==> src/rtl/feeder_pkg.sv <==
// Shared types and constants for the instruction feeder: FSM states, the
// core's opcode map, the NOP encoding and the bit positions of the core flags.
package feeder_pkg;

   typedef enum logic [1:0] {
      IDLE  = 2'd0,
      ARMED = 2'd1,
      RUN   = 2'd2,
      DONE  = 2'd3
   } feeder_state_e;

   localparam int INSTR_W = 11;

   // OR with literal 0 leaves the accumulator untouched, so it doubles as NOP
   localparam logic [INSTR_W-1:0] NOP_INSTR = 11'h300;

   localparam logic [2:0] OP_ADD = 3'd0;
   localparam logic [2:0] OP_SUB = 3'd1;
   localparam logic [2:0] OP_AND = 3'd2;
   localparam logic [2:0] OP_OR  = 3'd3;
   localparam logic [2:0] OP_LDI = 3'd4;
   localparam logic [2:0] OP_SHL = 3'd5;
   localparam logic [2:0] OP_SHR = 3'd6;
   localparam logic [2:0] OP_XOR = 3'd7;

   localparam int FLAG_Z = 3;
   localparam int FLAG_C = 2;
   localparam int FLAG_N = 1;
   localparam int FLAG_V = 0;

endpackage

==> src/rtl/feeder_prog_mem.sv <==
// Program store for the instruction feeder: DEPTH x 11 register file,
// written on the clock edge and read combinationally.
module feeder_prog_mem
   import feeder_pkg::*;
#(
   parameter int DEPTH  = 16,
   parameter int ADDR_W = 4
) (
   input  logic                clk,
   input  logic                we,
   input  logic [ADDR_W-1:0]   waddr,
   input  logic [INSTR_W-1:0]  wdata,
   input  logic [ADDR_W-1:0]   raddr,
   output logic [INSTR_W-1:0]  rdata
);

   // No reset: the loaded program survives a feeder reset
   logic [INSTR_W-1:0] mem_q [DEPTH];

   always_ff @(posedge clk) begin
      if (we) begin
         mem_q[waddr] <= wdata;
      end
   end

   assign rdata = mem_q[raddr];

endmodule

==> src/rtl/instruction_feeder.sv <==
// Feeds a stored program to the accumulator core one word per fetch strobe and
// captures the core's accumulator and flags after every executed instruction.
//
// state | meaning
// IDLE  | no program running, instr = NOP, loads accepted
// ARMED | start seen, waiting for a fetch edge to issue word 0
// RUN   | issuing one word per fetch edge, capturing the previous result
// DONE  | program finished, instr = NOP, loads accepted, results held
module instruction_feeder
   import feeder_pkg::*;
#(
   parameter int DEPTH  = 16,
   parameter int ADDR_W = 4,
   parameter int LOOP   = 0
) (
   input  logic                clk,
   input  logic                reset,
   input  logic                load_en,
   input  logic [ADDR_W-1:0]   load_addr,
   input  logic [10:0]         load_data,
   output logic                load_err,
   input  logic [ADDR_W:0]     prog_len,
   input  logic                start,
   input  logic                stop,
   input  logic                f,
   output logic [10:0]         instr,
   input  logic [7:0]          acc_in,
   input  logic [3:0]          flags_in,
   output logic [7:0]          last_acc,
   output logic [3:0]          last_flags,
   output logic                result_valid,
   output logic [7:0]          exec_count,
   output logic                busy,
   output logic                done
);

   localparam logic [ADDR_W:0] DEPTH_L = (ADDR_W+1)'(DEPTH);
   localparam logic            LOOP_EN = (LOOP != 0);

   feeder_state_e     state_q, state_d;
   logic [ADDR_W-1:0] pc_q, pc_d;
   logic [ADDR_W:0]   issued_q, issued_d;
   logic [ADDR_W:0]   eff_len_q, eff_len_d;
   logic [10:0]       instr_q, instr_d;
   logic [7:0]        last_acc_q, last_acc_d;
   logic [3:0]        last_flags_q, last_flags_d;
   logic              result_valid_q, result_valid_d;
   logic [7:0]        exec_count_q, exec_count_d;
   logic              load_err_q, load_err_d;
   logic              f_q;

   logic              fe;
   logic              go;
   logic              load_ok;
   logic              last_word;
   logic [ADDR_W:0]   len_clamped;
   logic [ADDR_W-1:0] mem_raddr;
   logic [10:0]       mem_rdata;

   assign fe          = f & ~f_q;
   assign go          = start & (prog_len != '0);
   assign load_ok     = (state_q == IDLE) || (state_q == DONE);
   assign last_word   = (issued_q >= eff_len_q);
   assign len_clamped = (prog_len > DEPTH_L) ? DEPTH_L : prog_len;
   // Looping back needs word 0 while pc still points past the last word
   assign mem_raddr   = last_word ? '0 : pc_q;

   feeder_prog_mem #(
      .DEPTH  (DEPTH),
      .ADDR_W (ADDR_W)
   ) u_prog_mem (
      .clk   (clk),
      .we    (load_en & load_ok),
      .waddr (load_addr),
      .wdata (load_data),
      .raddr (mem_raddr),
      .rdata (mem_rdata)
   );

   always_ff @(posedge clk or posedge reset) begin
      if (reset) begin
         state_q        <= IDLE;
         pc_q           <= '0;
         issued_q       <= '0;
         eff_len_q      <= '0;
         instr_q        <= NOP_INSTR;
         last_acc_q     <= '0;
         last_flags_q   <= '0;
         result_valid_q <= 1'b0;
         exec_count_q   <= '0;
         load_err_q     <= 1'b0;
         f_q            <= 1'b0;
      end else begin
         state_q        <= state_d;
         pc_q           <= pc_d;
         issued_q       <= issued_d;
         eff_len_q      <= eff_len_d;
         instr_q        <= instr_d;
         last_acc_q     <= last_acc_d;
         last_flags_q   <= last_flags_d;
         result_valid_q <= result_valid_d;
         exec_count_q   <= exec_count_d;
         load_err_q     <= load_err_d;
         f_q            <= f;
      end
   end

   always_comb begin
      state_d = state_q;
      case (state_q)
         IDLE:    if (go) state_d = ARMED;
         ARMED: begin
            if (stop)    state_d = IDLE;
            else if (fe) state_d = RUN;
         end
         RUN: begin
            if (stop)                               state_d = IDLE;
            else if (fe && last_word && !LOOP_EN)   state_d = DONE;
         end
         DONE:    if (go) state_d = ARMED;
         default: state_d = IDLE;
      endcase
   end

   always_comb begin
      pc_d           = pc_q;
      issued_d       = issued_q;
      eff_len_d      = eff_len_q;
      instr_d        = instr_q;
      last_acc_d     = last_acc_q;
      last_flags_d   = last_flags_q;
      exec_count_d   = exec_count_q;
      result_valid_d = 1'b0;
      load_err_d     = load_en & ~load_ok;
      case (state_q)
         IDLE, DONE: begin
            instr_d = NOP_INSTR;
            if (go) begin
               eff_len_d = len_clamped;
               pc_d      = '0;
               issued_d  = '0;
               if (state_q == DONE) exec_count_d = '0;
            end
         end
         ARMED: begin
            if (stop) begin
               instr_d  = NOP_INSTR;
               pc_d     = '0;
               issued_d = '0;
            end else if (fe) begin
               instr_d  = mem_rdata;
               pc_d     = ADDR_W'(1);
               issued_d = (ADDR_W+1)'(1);
            end
         end
         RUN: begin
            if (stop) begin
               instr_d  = NOP_INSTR;
               pc_d     = '0;
               issued_d = '0;
            end else if (fe) begin
               // The result on acc_in belongs to the instruction issued last time
               last_acc_d     = acc_in;
               last_flags_d   = flags_in;
               result_valid_d = 1'b1;
               if (exec_count_q != 8'hFF) exec_count_d = exec_count_q + 8'd1;
               if (!last_word) begin
                  instr_d  = mem_rdata;
                  pc_d     = pc_q + 1'b1;
                  issued_d = issued_q + 1'b1;
               end else if (LOOP_EN) begin
                  instr_d  = mem_rdata;
                  pc_d     = ADDR_W'(1);
                  issued_d = (ADDR_W+1)'(1);
               end else begin
                  instr_d = NOP_INSTR;
               end
            end
         end
         default: instr_d = NOP_INSTR;
      endcase
   end

   always_comb begin
      busy = (state_q == ARMED) || (state_q == RUN);
      done = (state_q == DONE);
   end

   assign instr        = instr_q;
   assign last_acc     = last_acc_q;
   assign last_flags   = last_flags_q;
   assign result_valid = result_valid_q;
   assign exec_count   = exec_count_q;
   assign load_err     = load_err_q;

endmodule

==> config.mk <==
export PLATFORM = sky130hd
export DESIGN_NAME = instruction_feeder
export DESIGN_NICKNAME = d
export VERILOG_FILES = /design/src/rtl/feeder_pkg.sv /design/src/rtl/feeder_prog_mem.sv /design/src/rtl/instruction_feeder.sv
export SDC_FILE = /design/constraint.sdc
export NUM_CORES = 1
export LEC_CHECK = 0
export ABC_CLOCK_PERIOD_IN_PS = 5000
export BUFFER_PORTS_ARGS = -buffer_cell sky130_fd_sc_hd__buf_2
export CAP_MARGIN = 20
export CORE_MARGIN = 8
export CORE_UTILIZATION = 35
export CTS_CLUSTER_SIZE = 10
export DETAILED_ROUTE_END_ITERATION = 6
export HOLD_SLACK_MARGIN = 0.06
export SKIP_CTS_REPAIR_TIMING = 1
export SLEW_MARGIN = 20
export SYNTH_ARGS = -nofsm -noshare
export SYNTH_HDL_FRONTEND = slang
export SYNTH_SLANG_ARGS = --single-unit
==> constraint.sdc <==
create_clock -name clk -period 5 [get_ports clk]
set_input_delay 0.75 -clock clk [delete_from_list [all_inputs] [get_ports clk]]
set_output_delay 0.75 -clock clk [all_outputs]
set_load 0.02 [all_outputs]
# Word-level counts from Yosys, hierarchy flattened
# Memories as Yosys holds them, arrays and structs flattened.
# Cells that the tools add are included.
[word_totals]
memories = 1
romBits = 0
elab_cells = 89
ram_bits = 176
input_bits = 38
latch_bits = 0
reg_bits = 50
output_inout_bits = 35
[op_classes]
n_shift = 0
n_bitwise = 7
multipliers = 0
mux = 39
n_reduce_logical = 13
magnitude_cmp = 2
n_eq_ne = 13
addsub = 3
n_div = 0
[mem_list]
columns = ["memory", "words", "width", "rd", "rd_ports_with_merged_regs", "write_ports", "line", "source"]
rows = [
  ["u_prog_mem.mem_q", 16, 11, 1, 0, 1, "feeder_prog_mem.sv:18", "logic [INSTR_W-1:0] mem_q [DEPTH];"],
]
[op_table]
columns = ["operator", "count"]
rows = [
  ["$mux 11", 5],
  ["$mux 8", 5],
  ["$mux 5", 7],
  ["$pmux 11 s3", 1],
  ["$mux 4", 7],
  ["$pmux 8 s2", 1],
  ["$pmux 5 s3", 1],
  ["$ne 3x3->1 const B", 4],
  ["$pmux 4 s3", 1],
  ["$mux 2", 5],
  ["$add 8x1->8 const B", 1],
  ["$ne 8x8->1 const B", 1],
  ["$ne 2x2->1 const B", 3],
  ["$pmux 2 s3", 1],
  ["$reduce_and 3->1", 2],
  ["$reduce_and 6->1", 1],
  ["$add 5x1->5 const B", 1],
  ["$ge 5x5->1", 1],
  ["$gt 5x5->1 const B", 1],
  ["$mux 1", 5],
  ["$reduce_bool 5->1", 1],
  ["$add 4x1->4 const B", 1],
  ["$and 1x1->1", 4],
  ["$eq 2x2->1 const B", 2],
  ["other kinds (10)", 15],
]

# Longest topological paths before layout
# An unclocked memory read counts as a cell.
[logic_depth]
ltp_word = 7
depth_mapped = 11
mapped_depth_nobuf = 8

# Hierarchy
# From an unflattened synthesis, not the netlist that was laid out.
[unflattened]
cells_unflattened = 526
hier_area_um2 = 9288.9
[by_module_without_submodules]
columns = ["module", "area_each_um2", "cells_each", "seq_area_each_um2", "n_inst"]
rows = [
  ["feeder_prog_mem", 6777.8, 294, 5285.1, 1],
  ["instruction_feeder", 2511.2, 232, 1253.7, 1],
]

# Worst setup path before layout
# OpenSTA, ideal clock, no wires.
[synth_path]
kind = "flip-flop to flip-flop"
startpoint = "reg state_q[0]"
endpoint = "mem u_prog_mem.mem_q[8][0], enable pin"
path_slack_ns = 2.179
path_stages_with_launch = 7
arrival_ns = 2.428
n_path_buf = 0
required_ns = 4.607
period_less_slack_ns = 2.821
setup_time_ns = 0.393
cell_sequence = "dfrtp_1 -> inv_1 -> ha_1 -> inv_2 -> nand2_1 -> or3b_2 -> nor3_1"
[synth_via]
elab_chain_len = 5
word_cells_on_any_way = 6
classes_between = "1 x eq/ne; 2 x mux; 1 x bitwise; 2 x reduce/logical"
[synth_rtl]
columns = ["element", "line", "source"]
rows = [
  ["start, declared", "instruction_feeder.sv:40", "feeder_state_e state_q, state_d;"],
  ["start signal, assigned", "instruction_feeder.sv:94", "state_q <= state_d;"],
  ["$eq 2x2->1 / $logic_not 2->1 (equally long branches)", "instruction_feeder.sv:62", "assign load_ok = (state_q == IDLE) || (state_q == DONE);"],
  ["$logic_or 1x1->1 *", "instruction_feeder.sv:62", ""],
  ["$and 1x1->1 *", "instruction_feeder.sv:73", ".we (load_en & load_ok),"],
  ["$mux 1 *", "feeder_prog_mem.sv:21", "if (we) begin"],
  ["$mux 1 (not written as such) *", "feeder_prog_mem.sv:22", "mem_q[waddr] <= wdata;"],
  ["end, declared", "feeder_prog_mem.sv:18", ""],
]
# Every way passes the cells marked *; elsewhere a longest branch is shown, timed or not.

# Final worst setup path
[layout_path]
startpoint = "reg issued_q[2]"
endpoint = "reg instr_q[0], in the netlist instr[0]"
[layout_via]
elab_chain_len = 7
word_cells_on_any_way = 9
classes_between = "1 x order compare; 7 x mux; 1 x memory"
[layout_rtl]
columns = ["element", "line", "source"]
rows = [
  ["start, declared", "instruction_feeder.sv:42", "logic [ADDR_W:0] issued_q, issued_d;"],
  ["start signal, assigned", "instruction_feeder.sv:96", "issued_q <= issued_d;"],
  ["$ge 5x5->1 *", "instruction_feeder.sv:63", "assign last_word = (issued_q >= eff_len_q);"],
  ["$mux 4", "instruction_feeder.sv:66", "assign mem_raddr = last_word ? '0 : pc_q;"],
  ["$mem_v2 16x11", "n/a", ""],
  ["$mux 11", "instruction_feeder.sv:167", "if (!last_word) begin"],
  ["$mux 11", "instruction_feeder.sv:161", "end else if (fe) begin"],
  ["$mux 11", "instruction_feeder.sv:157", "if (stop) begin"],
  ["$pmux 11 s3 *", "instruction_feeder.sv:135", "case (state_q)"],
  ["end signal, assigned", "instruction_feeder.sv:98", "instr_q <= instr_d;"],
  ["end, declared", "instruction_feeder.sv:44", "logic [10:0] instr_q, instr_d;"],
]
# Every way passes the cells marked *; elsewhere a longest branch is shown, timed or not. The select of a mux whose other input is x is not followed.
# A chain may end at the register's enable or synchronous reset.

==> results.py <==
metrics = {
    "clock_network": {
        "cts_buffers": 27,
        "insertion_delay_ps": 540,
        "cts_root_buf": "clkbuf_16",
        "htreeDepth": 1,
        "clk_path_buf_depth": 3,
        "clock_sinks": 226,
        "clkTransAtPathRegs_ps": 50,
        "tritoncts": "done",
    },
    "floorplan": {
        "die_w_um": 183.3,
        "dieArea_um2": 33590,
        "start_util": 0.3535,
        "core_um2": 27710,
        "io_pins": 73,
        "die_h_um": 183.3,
        "rows": 61,
    },
    "power_and_ir_drop": {
        "p_sw_mw": 1.912,
        "comb_power_share": 0.277,
        "ir_worst_vdd_mv": 0.2808,
        "sw_frac_of_total": 0.3396,
        "power.density_nw_per_um2": 492.9,
        "leakagePower_nw": 4.120,
        "power_frac_clock": 0.317,
        "p_seq_frac": 0.406,
        "p_int_mw": 3.719,
    },
    "worst_setup_path": {
        "cp-end-kind": "flop",
        "path_class": "flop to flop",
        "cp.required_ps": 5400,
        "critical_path.cell_chain": "ha_1 -> nand2_1 -> o211ai_2 -> nand2_1 -> a221o_1 -> nand3_1 -> nand4_1",
        "slowest_delay_ps": 860,
        "worst_ep_arrival_time_ps": 3820,
        "path_max_fanout": 30,
        "cpMostUsedCell": "nand2_1",
        "slowest_stage": "nand2_1",
        "start_kind": "flop",
    },
    "synthesis": {
        "synth_top_area_frac": 0.5396,
        "ys_dominant_reg_cell": "edfxtp_1",
        "synth_most_common_cell": "edfxtp_1",
        "ys_ff_latch": 226,
        "ys_seq_area_frac": 0.6676,
        "synthTopCellsByArea": "edfxtp_1 54%, dfrtp_1 12%, o211ai_1 3.4%",
        "synth_commonest_cells": "176 x edfxtp_1, 48 x dfrtp_1, 45 x o211ai_1",
        "yosysWarningCount": 0,
        "netlist_instances": 709,
        "netlist_area_um2": 9794,
        "synth-edff-count": 176,
        "synth_fp_nets": 759,
        "yosysTopAreaCell": "edfxtp_1",
        "synth.distinct_cells": 67,
        "synth.avg_cell_area_um2": 13.81,
        "async_flop_share": 0.2212,
    },
    "sta": {
        "drv_slew": 0,
        "worst_pin_slew_ps": 1103,
        "maxSlewHeadroom": 0.2631,
        "timing.final.crit_share": 0.6836,
        "fin_skew_ps": 12.42,
        "setup_viol": 0,
        "layout_min_cycle_time_ps": 3418,
        "fmax_mhz": 292.6,
        "tns_ps": 0,
        "hold_ws_ps": 351.5,
        "grt_setup_unrepaired": "false",
        "setup_slack_ps": 1582,
        "hold_violations": 0,
    },
    "detailed_routing": {
        "avgViaCountPerCell": 5.439,
        "drc": 0,
        "dr_total_vias": 6451,
        "first_pass_iters": 6,
        "totalWireLength_um": 25630,
        "ant_nets": 0,
        "drt_iter0_drc": 462,
        "wl_per_cell_um": 21.61,
    },
    "run_status": {
        "status": "finished, final reports clean",
    },
    "placed_design": {
        "place_ws_ps": 1589,
        "dpl_cell_area_um2": 10600,
        "gp_routability_congestion": 0.8812,
        "port_buffers": 72,
        "dp_hpwl_um": 17070,
    },
    "global_routing": {
        "grt_usage": 0.1516,
        "grt_max_degree": 51,
        "grt_overflow": 0,
        "grt_pass1_vias": 6490,
        "grt_antenna_before_repair": 1,
        "grt_pass1_wl_um": 39490,
    },
    "hold_path": {
        "hold_class": "input port to flop",
    },
    "final_layout": {
        "drive_above_1_share": 0.2109,
        "syn2layout_area_growth_pct": 16.66,
        "post-route-util": 0.4124,
        "fin_nets": 837,
        "final_cell_area_um2": 11430,
    },
    "run": {
        "cap_violations": 0,
    },
}
-- cells by family after synthesis --
group                      share of synthesized area
AOI/OAI and AO/OA                             0.1675
xor gates and xnor gates                    0.004471
adders and majority gates                    0.01533
buffers and inverters                        0.02759
DFF                                           0.6676
muxes                                        0.03858
and+or+nand+nor                              0.07895
-- path summary, 6_finish.rpt --
| kind | slack, ps | endpoint | from | cells after the start |
|---|---|---|---|---|
| setup / recovery | 1580 | instr[0]$_DFFE_PP0P_ | issued_q[2]$_DFFE_PP0P_ | 7 |
| max in group asynchronous | 4120 | issued_q[2]$_DFFE_PP0P_ | reset | 3 |
| min in group asynchronous | 400 | last_flags[2]$_DFFE_PP0P_ | reset | 3 |
| setup reg to reg | 1580 | instr[0]$_DFFE_PP0P_ | issued_q[2]$_DFFE_PP0P_ | 7 |
| hold reg to reg | 490 | eff_len_q[2]$_DFFE_PP0P_ | eff_len_q[2]$_DFFE_PP0P_ | 2 |
| hold / removal | 350 | f_q$_DFF_PP0_ | f | 1 |
-- power by group through the flow --
stage	Combinational, mW	Clock, mW	Sequential (mW)
2_1_floorplan	1.00	0	2.40
3_3_place_gp	1.54	0	2.32
3_5_place_dp	1.56	0	2.32
4_1_cts	1.57	1.83	2.28
5_1_grt	1.71	1.90	2.31
6_report	1.56	1.79	2.28
-- cells in the final DEF (no fill, tap or decap), types with 11 or more instances in the layout --
master	Yosys	final
edfxtp_1	176	176
buf_2	15	72
dfrtp_1	48	48
o211ai_1	45	45
nand2_1	41	40
o21ai_0	33	33
nor2_1	35	27
clkbuf_16	0	27
inv_1	26	25
a21oi_1	24	24
clkbuf_1	21	17
nand3_1	16	16
mux2_2	16	16
buf_4	0	15
mux2i_1	13	13
a22oi_1	12	12
ha_1	12	12
and2_1	11	11
-- per-stage QoR --
| step | power [mW] | std cells |
|---|---|---|
| finish | 5.632 | 1186 |
| global route | 5.916 | 1184 |
| CTS | 5.676 | 1183 |
| detailed placement | 3.880 | 1135 |
| global placement | 3.853 | 1134 |
| floorplan | 3.405 | 709 |
-- cell type report --
class	count	area [µm²]
sequential	226	6539
clock inverter	2	28.78
inverter	27	101.3
antenna	2	5.005
tap	378	473.0
clock buffer	46	767.0
timing repair buffer	87	473.0
fill	2598	16280
multi-input combinational	418	3039
-- metal layers --
metal / vias up / GRT usage / wire length [µm]
met5: - / 0 / 10
met2: 218 / 0.2475 / 11980
li1: 2960 / - / -
met4: 2 / 0.04164 / 692
met3: 49 / 0.03344 / 1769
met1: 3222 / 0.2008 / 11180
-- flip-flops by register name, summed over array words and instances, names as in the netlist --
signal	flops
eff_len_q	5
exec_count	8
f_q	1
instr	11
issued_q	5
last_acc	8
last_flags	4
load_err	1
pc_q	4
result_valid	1
state_q	2
u_prog_mem.mem_q	176
-- worst max-delay path: cells and delay by family, from the launching register on --
| kind | cells | cell delay [ps] |
|---|---|---|
| AO/OA/AOI/OAI | 2 | 1220 |
| adder cells (fa/ha/maj) | 1 | 360 |
| flip-flops | 1 | 430 |
| AND/OR/NAND/NOR | 4 | 1250 |
Power figures use the tool's default switching activity.
